[src/rtl/mem_stream_pkg.sv]
// Shared defaults and state encoding for the memory-to-AXI-Stream burst reader.
package mem_stream_pkg;

   localparam int ADDR_WIDTH_DEF = 12;
   localparam int DATA_WIDTH_DEF = 32;
   localparam int LEN_WIDTH_DEF  = 13;
   localparam int FIFO_DEPTH     = 2;

   typedef enum logic [1:0] {
      ST_IDLE  = 2'd0,
      ST_READ  = 2'd1,
      ST_DRAIN = 2'd2,
      ST_DONE  = 2'd3
   } state_e;

endpackage

[src/rtl/axis_skid_fifo.sv]
// Two-entry FIFO between the memory read port and the stream output; head is
// presented combinationally so the consumer sees it the cycle after the push.
module axis_skid_fifo
   import mem_stream_pkg::*;
#(
   parameter int WIDTH = DATA_WIDTH_DEF + 1
) (
   input  logic             clk,
   input  logic             rst_n,
   input  logic             push,
   input  logic [WIDTH-1:0] push_data,
   input  logic             pop,
   output logic [WIDTH-1:0] head_data,
   output logic             full,
   output logic             empty,
   output logic [1:0]       count
);

   logic [WIDTH-1:0] mem_q [FIFO_DEPTH];
   logic [WIDTH-1:0] mem_d [FIFO_DEPTH];
   logic             wr_ptr_q, wr_ptr_d;
   logic             rd_ptr_q, rd_ptr_d;
   logic [1:0]       count_q, count_d;
   logic             do_push, do_pop;

   assign full      = (count_q == 2'd2);
   assign empty     = (count_q == 2'd0);
   assign count     = count_q;
   assign head_data = mem_q[rd_ptr_q];

   // A push into a full FIFO is accepted only when the head leaves in the same cycle.
   always_comb begin
      mem_d    = mem_q;
      wr_ptr_d = wr_ptr_q;
      rd_ptr_d = rd_ptr_q;
      count_d  = count_q;
      do_pop   = pop && !empty;
      do_push  = push && (!full || do_pop);
      if (do_push) begin
         mem_d[wr_ptr_q] = push_data;
         wr_ptr_d        = ~wr_ptr_q;
      end
      if (do_pop) begin
         rd_ptr_d = ~rd_ptr_q;
      end
      case ({do_push, do_pop})
         2'b10:   count_d = count_q + 2'd1;
         2'b01:   count_d = count_q - 2'd1;
         default: count_d = count_q;
      endcase
   end

   always_ff @(posedge clk or negedge rst_n) begin
      if (!rst_n) begin
         for (int i = 0; i < FIFO_DEPTH; i++) begin
            mem_q[i] <= '0;
         end
         wr_ptr_q <= 1'b0;
         rd_ptr_q <= 1'b0;
         count_q  <= 2'd0;
      end else begin
         mem_q    <= mem_d;
         wr_ptr_q <= wr_ptr_d;
         rd_ptr_q <= rd_ptr_d;
         count_q  <= count_d;
      end
   end

endmodule

[src/rtl/mem_stream_reader.sv]
// Reads a burst of consecutive words from a one-cycle-latency memory and streams
// them out as an AXI-Stream master, issuing reads only when a FIFO slot is free.
//
// state    | meaning
// ---------+--------------------------------------------------------------
// ST_IDLE  | waiting for start; first read is issued in the start cycle
// ST_READ  | issuing remaining reads, throttled by FIFO credit
// ST_DRAIN | all reads issued, waiting for the tlast handshake
// ST_DONE  | one-cycle done pulse, then back to idle
module mem_stream_reader
   import mem_stream_pkg::*;
#(
   parameter int ADDR_WIDTH = ADDR_WIDTH_DEF,
   parameter int DATA_WIDTH = DATA_WIDTH_DEF,
   parameter int LEN_WIDTH  = LEN_WIDTH_DEF
) (
   input  logic                    m00_axis_aclk,
   input  logic                    m00_axis_aresetn,
   input  logic                    start,
   input  logic [ADDR_WIDTH-1:0]   base_addr,
   input  logic [LEN_WIDTH-1:0]    length,
   output logic                    mem_rd_en,
   output logic [ADDR_WIDTH-1:0]   mem_rd_addr,
   input  logic [DATA_WIDTH-1:0]   mem_rd_data,
   output logic [DATA_WIDTH-1:0]   m00_axis_tdata,
   output logic [DATA_WIDTH/8-1:0] m00_axis_tstrb,
   output logic                    m00_axis_tvalid,
   input  logic                    m00_axis_tready,
   output logic                    m00_axis_tlast,
   output logic                    busy,
   output logic                    done
);

   localparam int STRB_WIDTH = DATA_WIDTH / 8;
   localparam logic [ADDR_WIDTH-1:0] ADDR_ONE = ADDR_WIDTH'(1);
   localparam logic [LEN_WIDTH-1:0]  LEN_ONE  = LEN_WIDTH'(1);

   state_e                  state_q, state_d;
   logic [ADDR_WIDTH-1:0]   addr_q, addr_d;
   logic [LEN_WIDTH-1:0]    rem_q, rem_d;
   logic                    infl_q, infl_d;
   logic                    infl_last_q, infl_last_d;

   logic                    rd_en;
   logic [ADDR_WIDTH-1:0]   rd_addr;
   logic                    last_issue;
   logic                    rd_ok;
   logic [2:0]              occ_after;

   logic [DATA_WIDTH:0]     fifo_head;
   logic                    fifo_full, fifo_empty, fifo_push, fifo_pop;
   logic [1:0]              fifo_count;
   logic                    head_last;

   axis_skid_fifo #(
      .WIDTH (DATA_WIDTH + 1)
   ) u_fifo (
      .clk       (m00_axis_aclk),
      .rst_n     (m00_axis_aresetn),
      .push      (fifo_push),
      .push_data ({infl_last_q, mem_rd_data}),
      .pop       (fifo_pop),
      .head_data (fifo_head),
      .full      (fifo_full),
      .empty     (fifo_empty),
      .count     (fifo_count)
   );

   assign head_last = fifo_head[DATA_WIDTH];
   assign fifo_pop  = m00_axis_tvalid && m00_axis_tready;
   assign fifo_push = infl_q && (!fifo_full || fifo_pop);

   // Credit counts the word leaving this cycle so tready=1 sustains one read per cycle.
   assign occ_after = {1'b0, fifo_count} + {2'b00, infl_q} - {2'b00, fifo_pop};
   assign rd_ok     = (occ_after < 3'd2);

   always_comb begin
      state_d    = state_q;
      addr_d     = addr_q;
      rem_d      = rem_q;
      rd_en      = 1'b0;
      rd_addr    = addr_q;
      last_issue = 1'b0;
      case (state_q)
         ST_IDLE: begin
            if (start) begin
               if (length == '0) begin
                  state_d = ST_DONE;
               end else begin
                  rd_en      = 1'b1;
                  rd_addr    = base_addr;
                  addr_d     = base_addr + ADDR_ONE;
                  rem_d      = length - LEN_ONE;
                  last_issue = (length == LEN_ONE);
                  state_d    = ST_READ;
               end
            end
         end
         ST_READ: begin
            if (rem_q == '0) begin
               state_d = ST_DRAIN;
            end else if (rd_ok) begin
               rd_en      = 1'b1;
               addr_d     = addr_q + ADDR_ONE;
               rem_d      = rem_q - LEN_ONE;
               last_issue = (rem_q == LEN_ONE);
               if (rem_q == LEN_ONE) begin
                  state_d = ST_DRAIN;
               end
            end
         end
         ST_DRAIN: begin
            if (fifo_pop && head_last) begin
               state_d = ST_DONE;
            end
         end
         ST_DONE: begin
            state_d = ST_IDLE;
         end
         default: begin
            state_d = ST_IDLE;
         end
      endcase
      infl_d      = rd_en;
      infl_last_d = last_issue;
   end

   always_ff @(posedge m00_axis_aclk or negedge m00_axis_aresetn) begin
      if (!m00_axis_aresetn) begin
         state_q     <= ST_IDLE;
         addr_q      <= '0;
         rem_q       <= '0;
         infl_q      <= 1'b0;
         infl_last_q <= 1'b0;
      end else begin
         state_q     <= state_d;
         addr_q      <= addr_d;
         rem_q       <= rem_d;
         infl_q      <= infl_d;
         infl_last_q <= infl_last_d;
      end
   end

   assign mem_rd_en       = rd_en;
   assign mem_rd_addr     = rd_addr;
   assign m00_axis_tvalid = !fifo_empty;
   assign m00_axis_tdata  = m00_axis_tvalid ? fifo_head[DATA_WIDTH-1:0] : '0;
   assign m00_axis_tlast  = m00_axis_tvalid && head_last;
   assign m00_axis_tstrb  = {STRB_WIDTH{m00_axis_tvalid}};
   assign busy            = (state_q == ST_READ) || (state_q == ST_DRAIN);
   assign done            = (state_q == ST_DONE);

endmodule
[config.mk]
export PLATFORM = sky130hd
export DESIGN_NAME = mem_stream_reader
export DESIGN_NICKNAME = d
export VERILOG_FILES = /design/src/rtl/mem_stream_pkg.sv /design/src/rtl/axis_skid_fifo.sv /design/src/rtl/mem_stream_reader.sv
export SDC_FILE = /design/constraint.sdc
export NUM_CORES = 1
export LEC_CHECK = 0
export ABC_CLOCK_PERIOD_IN_PS = 5650
export CORE_MARGIN = 5
export CORE_UTILIZATION = 57
export DETAILED_ROUTE_END_ITERATION = 10
export PLACE_DENSITY = 0.87
export REMOVE_ABC_BUFFERS = 1
export SLEW_MARGIN = 20
export SYNTH_ARGS = -nofsm -noshare
export SYNTH_HDL_FRONTEND = slang
export SYNTH_SLANG_ARGS = --single-unit
[constraint.sdc]
create_clock -name m00_axis_aclk -period 5.65 [get_ports m00_axis_aclk]
set_input_delay 1.13 -clock m00_axis_aclk [delete_from_list [all_inputs] [get_ports m00_axis_aclk]]
set_output_delay 1.13 -clock m00_axis_aclk [all_outputs]
set_load 0.005 [all_outputs]
Word-level counts from Yosys, hierarchy flattened

Cells that the tools add are included.

ROM bits: 0
Flip-flop bits (word level): 99
Bits of input ports: 61
Memory bits (writable): 0
Output and inout port bits: 53
Latch bits: 0
Memories: 0

$lt $le $gt $ge: 4
Divide/modulo/power cells: 0
Add/subtract/negate cells: 8
Muxes and demuxes: 38
Shifts and indexed selects: 0
Reductions and logical operators: 20
Multiply operators: 0
Equality and inequality tests: 15
Bitwise gates (word level): 4

Operators by type and width:

| operator              | count |
|---|---|
| $mux 33               | 4 |
| $mux 12               | 7 |
| $bwmux 66             | 1 |
| $mux 13               | 4 |
| $demux 33 s1          | 1 |
| $mux 32               | 1 |
| $eq 13x1->1 const B   | 2 |
| $logic_not 13->1      | 2 |
| $pmux 13 s2           | 1 |
| $sub 13x1->13 const B | 2 |
| $add 12x1->12 const B | 2 |
| $pmux 12 s2           | 1 |
| $mux 2                | 6 |
| $ne 2x2->1 const B    | 5 |
| $eq 2x2->1 const B    | 4 |
| $mux 1                | 8 |
| $pmux 2 s4            | 1 |
| $logic_and 1x1->1     | 7 |
| $ne 3x3->1 const B    | 2 |
| $reduce_and 5->1      | 1 |
| $eq 2x1->1 const B    | 2 |
| $ge 2x2->1 const B    | 2 |
| $logic_not 2->1       | 2 |
| $not 1->2             | 2 |
| other kinds (13)      | 19 |

Logic depth before layout (Yosys ltp)

Depth in word-level cells: 8
Mapped depth: 15
Gate-level depth less buffers: 12

Cells and area by module

From an unflattened synthesis, not the netlist that was laid out.

Cell total of the unflattened synthesis: 559
Area, all modules: 6,048.3 µm²

By module, submodules not included:

| module            | cells an instance | area each (µm²) | instances |
|---|---|---|---|
| axis_skid_fifo    | 194               | 3,071.7         | 1 |
| mem_stream_reader | 365               | 2,976.6         | 1 |

Worst setup path after synthesis

Ideal clock, no wire load.

Kind: input to output
Start: in length[5]
End: out mem_rd_en
Cell stages on the path: 6
Setup slack: 1.576 ns
Buffers on the path: 2
Arrival: 2.944 ns
Required time: 4.520 ns
Cell sequence: or4_1 buf_2 nor4_1 a31oi_1 clkbuf_1 a31o_2

Word-level cells in the longest chain between the ends: 4

Ends and longest elaborated chain:

| item               | line                    | RTL |
|---|---|---|
| start: declaration | mem_stream_reader.sv:21 | `input logic [LEN_WIDTH-1:0] length,` |
| $logic_not 13->1   | mem_stream_reader.sv:87 | `if (length == '0) begin` |
| $mux 1             | mem_stream_reader.sv:87 |  |
| $mux 1             | mem_stream_reader.sv:86 | `if (start) begin` |
| $pmux 1 s2         | mem_stream_reader.sv:84 | `case (state_q)` |
| end: declaration   | mem_stream_reader.sv:22 | `output logic mem_rd_en,` |

Every way passes these cells.

Worst setup path in the final report

Start: in length[3]
End: out mem_rd_addr[4]

Word-level cells in the longest chain between the ends: 4

Ends and longest elaborated chain:

| item             | line                    | RTL |
|---|---|---|
| $logic_not 13->1 | mem_stream_reader.sv:87 |  |
| $mux 12          | mem_stream_reader.sv:87 |  |
| $mux 12          | mem_stream_reader.sv:86 |  |
| $mux 12          | mem_stream_reader.sv:84 |  |
| end: declaration | mem_stream_reader.sv:23 | `output logic [ADDR_WIDTH-1:0] mem_rd_addr,` |

Every way passes these cells.

==> results_dict.tcl <==
set metrics [dict create \
    worst_pin_slew_ps 1040 \
    dpl_worst_slack_ps 705 \
    drt-wirelength-per-cell_um 17.9 \
    setup_violations 0 \
    synth_top_area_frac 0.428 \
    cts_setup_buffers 0 \
    clk_path_buf_depth 2 \
    p_switching_w 0.00162 \
    synth-main-ff-cell "dfrtp_1" \
    antenna_found_initial 0 \
    drc_errors 0 \
    p_clk_frac 0.102 \
    fin_crit_ps 4990 \
    clock-skew-final_ps 5.61 \
    synth_cells 551 \
    p_int_w 0.00252 \
    syn_avg_cell_area_um2 10.5 \
    cts_root_buf "clkbuf_8" \
    critPathCaptureType "output pin" \
    vias 4657 \
    combPwrFrac 0.562 \
    cts_tree "yes" \
    synth-edff-count 0 \
    numCtsBuffers 9 \
    hpwlAfterDp_um 9960 \
    insertion_delay_ps 370 \
    max_freq_ghz 0.200 \
    pin_count 114 \
    irDropWorstVdd_mv 0.253 \
    drt_wl_total_um 14000 \
    status "complete, no violations" \
    p_leak_nw 3.00 \
    fin_crit_sh 0.883 \
    dieWidth_um 111 \
    arrival_ps 3860 \
    ant_nets 0 \
    diodes 0 \
    first_pass_iters 8 \
    cp_max_fo 18 \
    timing.final.max_slew_violations 0 \
    die-area_mm2 0.0123 \
    rsz0062_at_grt "false" \
    fin_ws_ps 660 \
    powerDensity_mw_per_mm2 581 \
    h-tree-depth 3 \
    maxCapViolations 0 \
    start_util 0.589 \
    start_kind "input port" \
    drt_iter0_drc 380 \
    max_slew_margin 0.305 \
    yosys_register_bits 99 \
    overflow 0 \
    area_delta_synth_final_pct 23.2 \
    yosysSeqAreaShare 0.428 \
    grt_max_degree 71 \
    rows 36 \
    post-route-util 0.726 \
    yosysTopAreaCell "dfrtp_1" \
    vias_per_cell 5.96 \
    cts_sinks 99 \
    grt_pass1_wl_um 24000 \
    critical_path_class "in2out" \
    path_clk_slew_ps 100 \
    fp.dieH_um 111 \
    netlist_area_mm2 0.00579 \
    pwr-share-seq 0.336 \
    synth_cell_type_count 53 \
    nNetsFinal 719 \
    cp_data_required_time_ps 4520 \
    drive_gt1_frac 0.171 \
    hold_path.class "reg2reg" \
    gp_congestion 0.907 \
    yosys_warnings 0 \
    fillers 736 \
    numPortBuffers 113 \
    ctsHoldBuffers 0 \
    p_sw_frac 0.391 \
    synth_area_leaders "dfrtp_1, mux2_2, mux2i_1, nor2_1, ha_1" \
    grt_pass1_vias 4945 \
    finalSetupTns_ps 0 \
    core-area_mm2 0.00982 \
    hold_violations 0 \
    postCtsResizedCells 0 \
    synthArstFlopShare 1.00 \
    grtUsageTotal 0.232 \
]
## flip-flops by register name (all words and copies together), names as in the netlist
signal / flops
addr_q: 12
u_fifo.count: 2
u_fifo.mem_q: 66
rem_q: 13
state_q: 2
u_fifo.rd_ptr_q: 1
u_fifo.wr_ptr_q: 1
infl_q: 1
infl_last_q: 1
## cells by family after synthesis
| family | Yosys count | share of synthesized area |
|---|---|---|
| adder cells (fa/ha/maj) | 14 | 0.0316 |
| multiplexers | 117 | 0.220 |
| AO/OA/AOI/OAI | 94 | 0.112 |
| XOR/XNOR | 26 | 0.0393 |
| buffers and inverters | 57 | 0.0443 |
| flip-flops | 99 | 0.428 |
| AND/OR/NAND/NOR | 144 | 0.125 |
## metal layers
layer  track usage  vias up  part of all wire
met5             0        -                 0
met4        0.0567        0             0.012
met3        0.0431       19             0.064
met2         0.391      187              0.49
met1         0.311     2262              0.43
li1              -     2189                 -
## worst paths after layout
kind / cells past startpoint / slack [ps] / start / to
worst max register to register: 12 / 1930 / u_fifo.count[1] / addr_q[9]
worst min register to register: 1 / 510 / infl_last_q / u_fifo.mem_q[32]
max in group asynchronous: 2 / 3830 / m00_axis_aresetn / u_fifo.rd_ptr_q
worst min-delay path: 1 / 510 / infl_last_q / u_fifo.mem_q[32]
worst max-delay path: 7 / 660 / length[3] / mem_rd_addr[4]
min in group asynchronous: 1 / 870 / m00_axis_aresetn / u_fifo.mem_q[59]
## area by class of cell
type / instances / area (µm²) / share of cell area
clock buffers: 9 / 124 / 0.0174
inverters: 22 / 82.6 / 0.0116
clock inverters: 6 / 50.0 / 0.00702
flip-flops and latches: 99 / 2480 / 0.348
repair buffers: 117 / 1160 / 0.163
well taps: 133 / 166 / 0.0233
multi-input cells: 395 / 3070 / 0.430
## synth_stat cells, drive strengths merged (11+ instances only)
library cell / number
nand2: 26
nor2: 50
ha: 13
mux2: 79
o21ai: 25
buf: 14
nand4: 11
dfrtp: 99
mux2i: 38
inv: 21
clkbuf: 21
nand3: 16
xor2: 16
nor4: 11
a21oi: 11
## power by group through the flow
stage | Clock, W | Combinational, W | Sequential, W
after detailed placement | 0 | 0.00233 | 0.00140
after global placement | 0 | 0.00224 | 0.00137
after CTS | 0.000429 | 0.00234 | 0.00139
after global routing | 0.000459 | 0.00255 | 0.00144
after floorplan | 0 | 0.00143 | 0.00130
final | 0.000423 | 0.00233 | 0.00139
## layout by cell type (no fill, tap or decap), drive strengths merged, types with 3 or more instances in the layout
cell	Yosys	final
a22oi	6	6
a21o	6	6
clkdlybuf4s50	0	112
nand4b	4	4
ha	13	13
buf	14	5
o21ai	25	25
and3	3	3
a31oi	6	6
xnor2	10	10
a2bb2oi	3	3
a222oi	7	7
nor2b	5	5
mux2i	38	38
o22ai	9	9
inv	21	24
nand4	11	11
xor2	16	16
o31ai	7	7
clkbuf	21	9
dfrtp	99	99
a21oi	11	11
nor2	50	50
nand2b	3	3
nand2	26	26
nand3	16	16
a31o	3	3
nor4	11	11
or4	4	4
mux2	79	79
## worst max-delay path, stage by stage
cell and delay, ps:
clkdlybuf4s50_1 460, or4_1 650, nor4_1 490, a31oi_1 150
buf_4 220, mux2_2 250, clkdlybuf4s50_1 500
## per-stage QoR
step	instance area [µm²]	cells	hold slack, ps	total power [W]
final	7130	781	511	0.00414
after global routing	7130	781	527	0.00446
after global placement	6950	766	480	0.00361
after floorplan	5610	516	469	0.00273
after CTS	7130	781	510	0.00415
after detailed placement	6950	766	493	0.00373
No activity file was read; power rests on OpenSTA's default activity.
